===== src/rtl/stack_warning_pkg.sv =====
// Shared types and default constants for the multi-channel drowsiness accumulator.
package stack_warning_pkg;

    typedef enum logic [0:0] {
        MODE_RESET = 1'b0,
        MODE_LEAKY = 1'b1
    } mode_e;

    localparam int SLEEPTIME_DEF = 240;
    localparam int GROUP_DEF     = 2;
    localparam int CNT_W_DEF     = 11;

endpackage


===== src/rtl/stack_warning_ch.sv =====
// One accumulator channel: windows samples, counts consecutive asleep windows
// and drives a hysteretic warning from the updated count.
module stack_warning_ch
    import stack_warning_pkg::*;
#(
    parameter int GROUP     = GROUP_DEF,
    parameter int SLEEPTIME = SLEEPTIME_DEF,
    parameter int HYST      = 0,
    parameter int MODE      = 0,
    parameter int DECAY     = 1,
    parameter int CNT_W     = CNT_W_DEF
) (
    input  logic             clk,
    input  logic             rst,
    input  logic             valid_i,
    input  logic             data_i,
    input  logic             clr_i,
    output logic             warning_o,
    output logic             group_done_o,
    output logic [CNT_W-1:0] stack_o
);

    localparam int K_W       = (GROUP > 1) ? $clog2(GROUP) : 1;
    localparam int MAX_INT   = (1 << CNT_W) - 1;
    localparam int DECAY_CL  = (DECAY > MAX_INT) ? MAX_INT : DECAY;

    localparam logic [K_W-1:0]   K_LAST   = K_W'(GROUP - 1);
    localparam logic [K_W-1:0]   K_ONE    = K_W'(1);
    localparam logic [CNT_W:0]   CNT_MAX  = (CNT_W + 1)'(MAX_INT);
    localparam logic [CNT_W:0]   CNT_ONE  = (CNT_W + 1)'(1);
    localparam logic [CNT_W:0]   DECAY_W  = (CNT_W + 1)'(DECAY_CL);
    localparam logic [CNT_W:0]   SLEEP_TH = (CNT_W + 1)'(SLEEPTIME);
    localparam logic [CNT_W:0]   CLEAR_TH = (CNT_W + 1)'(SLEEPTIME - HYST);

    logic [K_W-1:0]   k_q;
    logic             awake_q;
    logic [CNT_W-1:0] stack_q;
    logic             warning_q;
    logic             group_done_q;

    logic             window_awake_s;
    logic [CNT_W:0]   stack_ext_s;
    logic [CNT_W:0]   stack_inc_s;
    logic [CNT_W:0]   stack_calc_s;
    logic [CNT_W-1:0] stack_d;
    logic             warning_d;

    // Next count and warning for the window closed by the current sample.
    always_comb begin
        window_awake_s = awake_q | data_i;
        stack_ext_s    = {1'b0, stack_q};
        stack_inc_s    = stack_ext_s + CNT_ONE;
        stack_calc_s   = stack_ext_s;
        if (!window_awake_s) begin
            stack_calc_s = (stack_inc_s > CNT_MAX) ? CNT_MAX : stack_inc_s;
        end else if (MODE == int'(MODE_LEAKY)) begin
            stack_calc_s = (stack_ext_s > DECAY_W) ? (stack_ext_s - DECAY_W) : '0;
        end else begin
            stack_calc_s = '0;
        end
        stack_d = stack_calc_s[CNT_W-1:0];

        if (stack_calc_s >= SLEEP_TH) begin
            warning_d = 1'b1;
        end else if (stack_calc_s < CLEAR_TH) begin
            warning_d = 1'b0;
        end else begin
            warning_d = warning_q;
        end
    end

    // Channel state; a flush beats a same-cycle sample.
    always_ff @(posedge clk) begin
        if (rst || clr_i) begin
            k_q          <= '0;
            awake_q      <= 1'b0;
            stack_q      <= '0;
            warning_q    <= 1'b0;
            group_done_q <= 1'b0;
        end else begin
            group_done_q <= 1'b0;
            if (valid_i) begin
                if (k_q == K_LAST) begin
                    k_q          <= '0;
                    awake_q      <= 1'b0;
                    stack_q      <= stack_d;
                    warning_q    <= warning_d;
                    group_done_q <= 1'b1;
                end else begin
                    k_q     <= k_q + K_ONE;
                    awake_q <= awake_q | data_i;
                end
            end else begin
                k_q <= k_q;
            end
        end
    end

    assign warning_o    = warning_q;
    assign group_done_o = group_done_q;
    assign stack_o      = stack_q;

endmodule


===== src/rtl/stack_warning_mc.sv =====
// Multi-channel drowsiness accumulator: CH independent channels, packed counts
// and a combined alarm for the alert driver.
module stack_warning_mc
    import stack_warning_pkg::*;
#(
    parameter int CH        = 2,
    parameter int GROUP     = GROUP_DEF,
    parameter int SLEEPTIME = SLEEPTIME_DEF,
    parameter int HYST      = 0,
    parameter int MODE      = 0,
    parameter int DECAY     = 1,
    parameter int CNT_W     = CNT_W_DEF
) (
    input  logic                clk,
    input  logic                rst,
    input  logic [CH-1:0]       valid_in,
    input  logic [CH-1:0]       data_in,
    input  logic [CH-1:0]       clr_in,
    output logic [CH-1:0]       warning,
    output logic                warning_any,
    output logic [CH*CNT_W-1:0] stack_out,
    output logic [CH-1:0]       group_done
);

    if (CH < 1) begin : g_bad_ch
        $error("CH must be at least 1");
    end
    if (GROUP < 1) begin : g_bad_group
        $error("GROUP must be at least 1");
    end
    if ((SLEEPTIME < 1) || (SLEEPTIME > (1 << CNT_W) - 1)) begin : g_bad_sleep
        $error("SLEEPTIME must lie in 1 .. 2^CNT_W-1");
    end
    if ((HYST < 0) || (HYST >= SLEEPTIME)) begin : g_bad_hyst
        $error("HYST must lie in 0 .. SLEEPTIME-1");
    end
    if ((MODE != 0) && (MODE != 1)) begin : g_bad_mode
        $error("MODE must be 0 or 1");
    end
    if (DECAY < 1) begin : g_bad_decay
        $error("DECAY must be at least 1");
    end

    for (genvar c = 0; c < CH; c++) begin : g_ch
        stack_warning_ch #(
            .GROUP     (GROUP),
            .SLEEPTIME (SLEEPTIME),
            .HYST      (HYST),
            .MODE      (MODE),
            .DECAY     (DECAY),
            .CNT_W     (CNT_W)
        ) u_ch (
            .clk          (clk),
            .rst          (rst),
            .valid_i      (valid_in[c]),
            .data_i       (data_in[c]),
            .clr_i        (clr_in[c]),
            .warning_o    (warning[c]),
            .group_done_o (group_done[c]),
            .stack_o      (stack_out[c*CNT_W +: CNT_W])
        );
    end

    assign warning_any = |warning;

endmodule


===== config.mk =====
export PLATFORM = sky130hd
export DESIGN_NAME = stack_warning_mc
export DESIGN_NICKNAME = d
export VERILOG_FILES = /design/src/rtl/stack_warning_pkg.sv /design/src/rtl/stack_warning_ch.sv /design/src/rtl/stack_warning_mc.sv
export SDC_FILE = /design/constraint.sdc
export NUM_CORES = 1
export LEC_CHECK = 0
export ABC_AREA = 1
export CAP_MARGIN = 20
export CELL_PAD_IN_SITES_DETAIL_PLACEMENT = 0
export CELL_PAD_IN_SITES_GLOBAL_PLACEMENT = 1
export CORE_MARGIN = 5
export CORE_UTILIZATION = 37
export CTS_BUF_LIST = sky130_fd_sc_hd__clkbuf_4
export CTS_CLUSTER_DIAMETER = 50
export DETAILED_ROUTE_END_ITERATION = 7
export PLACE_DENSITY_LB_ADDON = 0.25
export SETUP_SLACK_MARGIN = 0.05
export SLEW_MARGIN = 20
export SYNTH_ARGS = -nofsm -noshare
export SYNTH_HDL_FRONTEND = slang
export SYNTH_SLANG_ARGS = --single-unit

===== constraint.sdc =====
create_clock -name clk -period 1.8 [get_ports clk]
set_input_delay 0.36 -clock clk [delete_from_list [all_inputs] [get_ports clk]]
set_output_delay 0.36 -clock clk [all_outputs]
set_load 0.03 [all_outputs]

==> flow_summary.ini <==
[outcome]
status = complete, no violations

[grt]
grt_pass1_vias = 1692
grt_usage = 0.155
grt_max_degree = 11
grt.overflow.total = 0
grt_pass1_wl_um = 7650
antenna_found_initial = 0

[power_and_ir_drop]
power-per-cell-area_mw_per_mm2 = 526
switchingPower_uw = 274
pwr-share-clk = 0.350
p_seq_frac = 0.579
vdd_ir_drop_max_mv = 0.299
pwr-share-comb = 0.071
p_int_uw = 886
sw_frac_of_total = 0.236
leakagePower_uw = 0.00106

[synthesis]
post_synth.cell_area_avg_um2 = 6.65
ys_seq_area_frac = 0.358
ys_warn_count = 0
syn_area_mm2 = 0.00168
yosysUniqueCellTypes = 25
mappedNetlistNets = 264
ys_ff_latch = 30
synthCells = 252

[clock_tree]
clock_path_buffers = 2
cts_root_buf = clkbuf_4
cts_hold_buf = 0
ctsHtreeMaxLevel = 2
numCtsBuffers = 5
cts_resized = 22
path_clk_slew_ns = 0.09
clkSinkCount = 30
clock_latency_ns = 0.32
cts_setup_buffers = 0
cts_tree = yes

[route]
drt-initial-drc-count = 79
via_per_inst = 4.89
ant_nets = 0
wl_um = 4330
drcViolationCount = 0
drt-wirelength-per-cell_um = 12.2
dr.pass1.iters = 4
vias = 1742

[timing]
tns_ns = 0
slew_headroom = 0.781
post-route-min-period_ns = 1.65
worst_pin_slew_ns = 0.329
fin_skew_ns = 0.0122
hold_viol = 0
finalCritPeriodShare = 0.918
rsz0062_at_grt = yes
setup_violations = 0
timing.fmax_mhz = 605
slew_violations = 0

[floorplan]
std_cell_rows = 24
ios = 35
start_util = 0.382
die_h_um = 77.3
dieWidth_um = 77.3
dieArea_mm2 = 0.00598
fp.coreArea_mm2 = 0.00438

[final_layout]
multi_input_area_um2 = 912
nNetsFinal = 316
regArea_um2 = 603
fin_util = 0.503
layout_common_cells = 65 x nand2_1, 33 x inv_1, 28 x dfxtp_1
num_antenna_cells = 0
fin_cells = 356
drive_above_1_share = 0.141
final_common_cell = nand2_1
synthToLayoutAreaGrowth_pct = 31.5
n_fill_cell = 483

[worst_setup_path]
startpoint = g_ch[1].u_ch.group_done_o
worstPathRequired_ns = 1.44
cp-end-kind = output port
crit_path_start_kind = register
critPathMaxFanout = 1
critPathSlowestCell = clkdlybuf4s50_1
critPathMaxStageDelay_ns = 0.66
critPathArrivalTime_ns = 1.29
cp_num_buf_inv = 1
crit_family = buffers and inverters
crit_chain = clkdlybuf4s50_1
critical_path_class = register to output port
r2r_start = g_ch[1].u_ch.stack_o[0]

[flow_run]
cap_viol_max_count = 0

[placement]
dpl.cell_count = 349
routabilityCongestion = 0.814
hpwl_um = 3400
port-buffer-count = 34

[hold_path]
hold_class = register to register
min_from = g_ch[0].u_ch.k_q
synth_stat cells, drive strengths merged:
cell type | count | area (µm²)
a22oi | 1 | 7.51
dfxtp | 30 | 601
a21boi | 1 | 7.51
inv | 37 | 139
ha | 4 | 50.1
buf | 4 | 30.0
or2 | 1 | 6.26
o21ai | 19 | 95.1
a21oi | 9 | 45.0
nor2 | 34 | 155
xor2 | 1 | 8.76
nand4 | 4 | 25.0
o22ai | 9 | 56.3
nor3 | 2 | 15.0
nand2 | 65 | 244
a32o | 2 | 20.0
nand3 | 28 | 163
a31o | 1 | 8.76
layer usage:
metal | track usage | routed length [µm] | part of all wire
met3 | 0.0363 | 150 | 0.035
met2 | 0.261 | 2130 | 0.49
met5 | 0 | 0 | 0
met1 | 0.192 | 1990 | 0.46
met4 | 0.0533 | 55 | 0.013
state kept, by name, summed over array words and instances, names as in the netlist:
register	flops
g_ch.u_ch.stack_o	22
g_ch.u_ch.awake_q	2
g_ch.u_ch.group_done_o	2
g_ch.u_ch.k_q	2
g_ch.u_ch.warning_o	2
final timing paths:
check | endpoint | slack [ns] | cells after the start
max | group_done[1] | 0.15 | 1
min | g_ch[0].u_ch.k_q | 0.48 | 2
max reg2reg | g_ch[1].u_ch.warning_o | 0.24 | 10
min reg2reg | g_ch[0].u_ch.k_q | 0.48 | 2
per-stage QoR:
stage          setup WS (ns)  instance area, µm²  hold WS (ns)  total power, µW
2_1_floorplan          0.180                1680         0.437              719
6_report               0.147                2200         0.481             1160
3_5_place_dp          0.0364                2160         0.465              770
5_1_grt               0.0445                2200         0.514             1220
3_3_place_gp          0.0643                2160         0.449              769
4_1_cts               0.0515                2190         0.484             1170
cells by family after synthesis:
group,share of synthesized area
AOI/OAI and AO/OA,0.143
xor gates and xnor gates,0.00522
adders and majority gates,0.0299
buffers and inverters,0.101
DFF,0.358
and+or+nand+nor,0.363
area by class of cell:
cell class	count	share of cell area
clock buffers	7	0.0238
inverters	37	0.0630
multi-input cells	181	0.414
flip-flops and latches	30	0.274
well taps	52	0.0295
repair buffers	49	0.196
power groups by stage:
stage	Clock [µW]	Sequential (µW)	Combinational, µW
after CTS	420	671	82.6
after detailed placement	0	687	82.9
after global placement	0	687	82.8
after global routing	453	672	90.5
final	406	671	82.6
after floorplan	0	687	32.5
Note: power is estimated with default switching activity, not from simulation.
